<file path="src/rtl/pipe_pkg.sv">
// Shared pipeline-stage definitions: occupancy encoding and the named bundle
// widths each stage register is instantiated with.
package pipe_pkg;

  typedef enum logic [1:0] {
    OCC_EMPTY = 2'd0,
    OCC_ONE   = 2'd1,
    OCC_FULL  = 2'd2
  } occ_e;

  localparam int IF_ID_CTRL_W  = 1;
  localparam int ID_EX_CTRL_W  = 9;
  localparam int EX_MEM_CTRL_W = 4;
  localparam int MEM_WB_CTRL_W = 2;
  localparam int PIPE_DATA_W   = 32;
  localparam int STALL_CNT_W   = 16;

endpackage

</file>
<file path="src/rtl/pipe_slot.sv">
// One valid+ctrl+data holding register. Clear wins over load; contents are
// zeroed whenever the slot empties, so outputs read zero on a bubble.
module pipe_slot #(
  parameter int CTRL_W = 2,
  parameter int DATA_W = 32
) (
  input  logic              clk,
  input  logic              rst_n,
  input  logic              clear,
  input  logic              load,
  input  logic [CTRL_W-1:0] ld_ctrl,
  input  logic [DATA_W-1:0] ld_data,
  output logic              vld,
  output logic [CTRL_W-1:0] ctrl,
  output logic [DATA_W-1:0] data
);

  logic              vld_p0;
  logic [CTRL_W-1:0] ctrl_p0;
  logic [DATA_W-1:0] data_p0;

  // slot register
  always_ff @(posedge clk) begin
    if (!rst_n || clear) begin
      vld_p0  <= 1'b0;
      ctrl_p0 <= '0;
      data_p0 <= '0;
    end else if (load) begin
      vld_p0  <= 1'b1;
      ctrl_p0 <= ld_ctrl;
      data_p0 <= ld_data;
    end
  end

  assign vld  = vld_p0;
  assign ctrl = ctrl_p0 & {CTRL_W{vld_p0}};
  assign data = data_p0 & {DATA_W{vld_p0}};

endmodule

</file>
<file path="src/rtl/pipe_stage_skid.sv">
// Generic pipeline stage register with valid/ready handshake, flush, bubble
// gating, optional two-entry skid buffer and a saturating stall counter.
module pipe_stage_skid
  import pipe_pkg::*;
#(
  parameter int DATA_W = PIPE_DATA_W,
  parameter int CTRL_W = MEM_WB_CTRL_W,
  parameter int SKID   = 1,
  parameter int CNT_W  = STALL_CNT_W
) (
  input  logic              clk,
  input  logic              rst_n,
  input  logic              flush,
  input  logic              in_valid,
  output logic              in_ready,
  input  logic [CTRL_W-1:0] in_ctrl,
  input  logic [DATA_W-1:0] in_data,
  output logic              out_valid,
  input  logic              out_ready,
  output logic [CTRL_W-1:0] out_ctrl,
  output logic [DATA_W-1:0] out_data,
  output logic [1:0]        occupancy,
  output logic [CNT_W-1:0]  stall_cycles
);

  occ_e              state_q, state_d;
  logic              accept, emit;
  logic              main_vld, main_load, main_clear, main_from_skid;
  logic [CTRL_W-1:0] main_ctrl, main_ld_ctrl;
  logic [DATA_W-1:0] main_data, main_ld_data;
  logic              skid_vld, skid_load, skid_clear;
  logic [CTRL_W-1:0] skid_ctrl;
  logic [DATA_W-1:0] skid_data;
  logic [CNT_W-1:0]  stall_cnt_q;

  function automatic logic [CNT_W-1:0] sat_inc(input logic [CNT_W-1:0] v);
    return (&v) ? v : v + 1'b1;
  endfunction

  assign accept    = in_valid && in_ready;
  assign emit      = out_valid && out_ready;
  assign out_valid = main_vld;
  assign out_ctrl  = main_ctrl;
  assign out_data  = main_data;
  assign occupancy = {1'b0, main_vld} + {1'b0, skid_vld};

  // occupancy state register
  always_ff @(posedge clk) begin
    if (!rst_n) state_q <= OCC_EMPTY;
    else        state_q <= state_d;
  end

  always_comb begin
    state_d        = state_q;
    main_load      = 1'b0;
    main_clear     = 1'b0;
    main_from_skid = 1'b0;
    skid_load      = 1'b0;
    skid_clear     = 1'b0;
    unique case (state_q)
      OCC_EMPTY: begin
        if (accept) begin
          main_load = 1'b1;
          state_d   = OCC_ONE;
        end
      end
      OCC_ONE: begin
        if (accept && !emit) begin
          skid_load = 1'b1;
          state_d   = OCC_FULL;
        end else if (accept) begin
          main_load = 1'b1;
        end else if (emit) begin
          main_clear = 1'b1;
          state_d    = OCC_EMPTY;
        end
      end
      OCC_FULL: begin
        if (emit) begin
          main_load      = 1'b1;
          main_from_skid = 1'b1;
          skid_clear     = 1'b1;
          state_d        = OCC_ONE;
        end
      end
      default: state_d = OCC_EMPTY;
    endcase
    // flush squashes everything, including a same-cycle accept
    if (flush) begin
      main_clear = 1'b1;
      skid_clear = 1'b1;
      state_d    = OCC_EMPTY;
    end
  end

  assign main_ld_ctrl = main_from_skid ? skid_ctrl : in_ctrl;
  assign main_ld_data = main_from_skid ? skid_data : in_data;

  pipe_slot #(.CTRL_W(CTRL_W), .DATA_W(DATA_W)) u_main (
    .clk     (clk),
    .rst_n   (rst_n),
    .clear   (main_clear),
    .load    (main_load),
    .ld_ctrl (main_ld_ctrl),
    .ld_data (main_ld_data),
    .vld     (main_vld),
    .ctrl    (main_ctrl),
    .data    (main_data)
  );

  generate
    if (SKID != 0) begin : g_skid
      logic in_ready_q;

      pipe_slot #(.CTRL_W(CTRL_W), .DATA_W(DATA_W)) u_skid (
        .clk     (clk),
        .rst_n   (rst_n),
        .clear   (skid_clear),
        .load    (skid_load),
        .ld_ctrl (in_ctrl),
        .ld_data (in_data),
        .vld     (skid_vld),
        .ctrl    (skid_ctrl),
        .data    (skid_data)
      );

      // registered ready breaks the backward path from out_ready
      always_ff @(posedge clk) begin
        if (!rst_n) in_ready_q <= 1'b1;
        else        in_ready_q <= (state_d != OCC_FULL);
      end
      assign in_ready = in_ready_q;
    end else begin : g_noskid
      logic unused_skid;
      assign unused_skid = skid_load ^ skid_clear;
      assign skid_vld    = 1'b0;
      assign skid_ctrl   = '0;
      assign skid_data   = '0;
      assign in_ready    = !out_valid || out_ready;
    end
  endgenerate

  // stall counter: cleared by reset only, survives flush
  always_ff @(posedge clk) begin
    if (!rst_n)                       stall_cnt_q <= '0;
    else if (out_valid && !out_ready) stall_cnt_q <= sat_inc(stall_cnt_q);
  end

  assign stall_cycles = stall_cnt_q;

endmodule
</file>
<file path="config.mk">
export PLATFORM = sky130hd
export DESIGN_NAME = pipe_stage_skid
export DESIGN_NICKNAME = d
export VERILOG_FILES = /design/src/rtl/pipe_pkg.sv /design/src/rtl/pipe_slot.sv /design/src/rtl/pipe_stage_skid.sv
export SDC_FILE = /design/constraint.sdc
export NUM_CORES = 1
export LEC_CHECK = 0
export BUFFER_PORTS_ARGS = -buffer_cell sky130_fd_sc_hd__buf_2
export CAP_MARGIN = 10
export CORE_ASPECT_RATIO = 1.4
export CORE_UTILIZATION = 33
export CTS_CLUSTER_SIZE = 28
export DETAILED_ROUTE_END_ITERATION = 8
export GPL_TIMING_DRIVEN = 1
export SETUP_SLACK_MARGIN = 0.3
export SKIP_CTS_REPAIR_TIMING = 1
export SLEW_MARGIN = 10
export SYNTH_ARGS = -nofsm -noshare
export SYNTH_HDL_FRONTEND = slang
export SYNTH_HIERARCHICAL = 1
export SYNTH_SLANG_ARGS = --single-unit
</file>
<file path="constraint.sdc">
create_clock -name clk -period 5.7 [get_ports clk]
set_input_delay 0.285 -clock clk [delete_from_list [all_inputs] [get_ports clk]]
set_output_delay 0.285 -clock clk [all_outputs]
set_load 0.1 [all_outputs]
</file>
==> flow_summary_export.csv <==
group,metric,value,unit
cells_and_area,antenna_cells,0,
place,gp_congestion,0.773,
pwr,power.density,266,nW/um2
sta,drv_slew,0,
sta,skew,0.00810,ns
drt,drt_pass1_iterations,4,
sta,final_hold_viol_count,0,
clocking,cts_tree,"built",
sta,period_minus_slack,2.68,ns
cells_and_area,seqCellArea,1780,um2
synth,yosys.area.top_type,"dfxtp_1",
global_route,overflow,0,
global_route,grt_first_pass_wirelength,17.2,mm
drt,wl_per_cell,14.7,um
sta,setup_tns,0,ns
synth,synth_top_flop_cell,"dfxtp_1",
synth,synthSimpleGateAreaFrac,23.7,%
global_route,antenna_found_initial,0,
synth,synth_area_per_cell,9.71,um2
sta,layout_setup_ws,3.02,ns
synth,synth_edf_count,0,
critical_path,cp_top_family,"compound AO/OA/AOI/OAI gates",
drt,wl,10.5,mm
clocking,cts_buffer_depth,2,
critical_path,worstSetupPathType,"reg2reg",
synth,synth_fa_ha_area_share,0.564,%
clocking,numCtsBuffers,9,
synth,synth-seq-cells,89,
sta,worst_pin_slew,1.17,ns
pwr,power,1.38,mW
cells_and_area,fin_area,5180,um2
die,start_util,34.1,%
pwr,max-vdd-ir-drop,0.000121,V
sta,fin_hold_ws,0.182,ns
critical_path,required,5.91,ns
critical_path,path_depth,6,
critical_path,path_cells,"and2_0 -> a21oi_1 -> nor2_1 -> a21o_2 -> mux2i_1 -> nor2_1",
drt,vias,3431,
synth,synthesis.area,4440,um2
clocking,clk_latency,0.34,ns
critical_path,crit_top_cell,"nor2_1",
clocking,root_buffer,"clkbuf_16",
clocking,htreeDepth,3,
drt,final_antenna_net_count,0,
critical_path,critPathMaxFanout,40,
cells_and_area,instances_no_fill,716,
job,max-cap-violations,0,
die,ioPinCount,93,
synth,synthMuxAreaShare,24.2,%
critical_path,crit_path_start_kind,"flop",
synth,syn-num-nets,498,
sta,slew_headroom,21.7,%
sta,rsz0062_at_grt,"false",
synth,synth-seq-area-share,40.1,%
synth,synth_cell_types,35,
synth,syn_inst,457,
synth,yosys.area.top_type_share,40.1,%
die,rows,49,
critical_path,cp_slowest_stage_delay,0.87,ns
sta,period_share,47.0,%
critical_path,worst_setup_path_end_kind,"flop",
cells_and_area,drive_above_1_share,28.1,%
critical_path,crit_path_top_delay_cell,"a21o_2",
synth,netlist_top_cells_count,"dfxtp_1 (89), nor2_1 (76), mux2i_1 (69)",
drt,avgViaCountPerCell,4.79,
die,core_area,13000,um2
die,die_x,100,um
place,hpwl,6.80,mm
cells_and_area,multiInputGateArea,2400,um2
clocking,path_clk_slew,0.07,ns
cells_and_area,finalCoreUtilization,39.9,%
sta,timing.fmax,0.373,GHz
synth,synth_compound_area_share,5.24,%
place,dp.cells,700,
synth,ys_warn_count,6,
die,dieArea,13900,um2
die,die_h,139,um
cells_and_area,fillers,1332,
synth,synth_xor_area_share,0.197,%
place,post-place-ws,2.57,ns
synth,ys_async_sr_fraction,0,%
global_route,grtUsageTotal,15.6,%
cells_and_area,area_growth,16.7,%
clocking,cts.sink_count,89,
critical_path,path_buf_inv,0,
pwr,power_leakage,2.18,nW
sta,report.final.setup_viol,0,
place,dpl-instance-area,4880,um2
synth,yosys-top-cells-area,"dfxtp_1 (40%), mux2i_1 (16%), and2_1 (9.6%)",
synth,synth_most_common_cell,"dfxtp_1",
worst_hold_path,hp-class,"in2reg",
cells_and_area,fin_nets,574,
global_route,first_global_vias,3474,
run_status,status,"completed",
place,io_buffer_count,92,
global_route,grt_max_degree,41,
worst_hold_path,holdPathStages,2,
drt,drtIter0Drc,108,
synth,synth_top_family_by_area,"multiplexers",
drt,drc,0,
critical_path,r2r_cells,6,
critical_path,crit_arrival,2.89,ns
final cells by class:
type                    instances  area share (%)
well taps                     178            4.30
repair buffers                 92            8.89
clock inverters                 7            1.50
flip-flops and latches         89            34.4
multi-input cells             337            46.3
clock buffers                   9            4.35
inverters                       4           0.290
cell families (layout without fill, tap and decap cells):
family,count (synthesis),count (layout)
xor gates and xnor gates,1,1
and+or+nand+nor,196,196
adders and majority gates,2,2
buffers and inverters,31,112
AOI/OAI and AO/OA,35,35
DFF,89,89
muxes,103,103
metal layers:
layer  GRT usage (%)  up-vias  share of wire (%)
li1                -     1720                  -
met1            17.4     1632                 41
met2            27.9       68                 52
met3            3.77       11                4.9
met4            6.56        0                1.7
met5               0        -                  0
report_power, final:
part	switching, mW	leakage (nW)	internal [mW]
logic	0.0777	1.32	0.0507
clock network	0.260	0.147	0.345
registers	0.0109	0.721	0.634
total	0.349	2.18	1.03
flip-flops by register name (all words and copies together), names as in the netlist:
name / cells
g_skid.u_skid/vld: 1
stall_cycles: 16
g_skid.u_skid/data_p0: 32
u_main/data_p0: 32
in_ready: 1
g_skid.u_skid/ctrl_p0: 2
u_main/vld: 1
state_q: 2
u_main/ctrl_p0: 2
worst paths after layout:
path	startpoint	end	slack, ns
worst max-delay path	u_main/vld	u_main/data_p0[22]	3.02
worst min-delay path	flush	in_ready	0.18
worst max register to register	u_main/vld	u_main/data_p0[22]	3.02
worst min register to register	g_skid.u_skid/data_p0[30]	g_skid.u_skid/data_p0[30]	0.49
cells in the final DEF, fill, tap and decap left out, types with 2 or more instances in the layout:
| master | n |
|---|---|
| o21ai_0 | 6 |
| nor2_1 | 76 |
| buf_2 | 92 |
| nand2b_4 | 2 |
| ha_1 | 2 |
| mux2i_1 | 69 |
| inv_1 | 4 |
| a21oi_1 | 16 |
| nand2_1 | 10 |
| nand3_1 | 9 |
| or4_1 | 8 |
| mux2_2 | 34 |
| and4_1 | 2 |
| o211a_1 | 2 |
| o31ai_1 | 8 |
| or3_1 | 7 |
| dfxtp_1 | 88 |
| and2_1 | 68 |
| clkbuf_16 | 9 |
| inv_6 | 3 |
| nand4_1 | 4 |
Power figures use the tool's default switching activity.
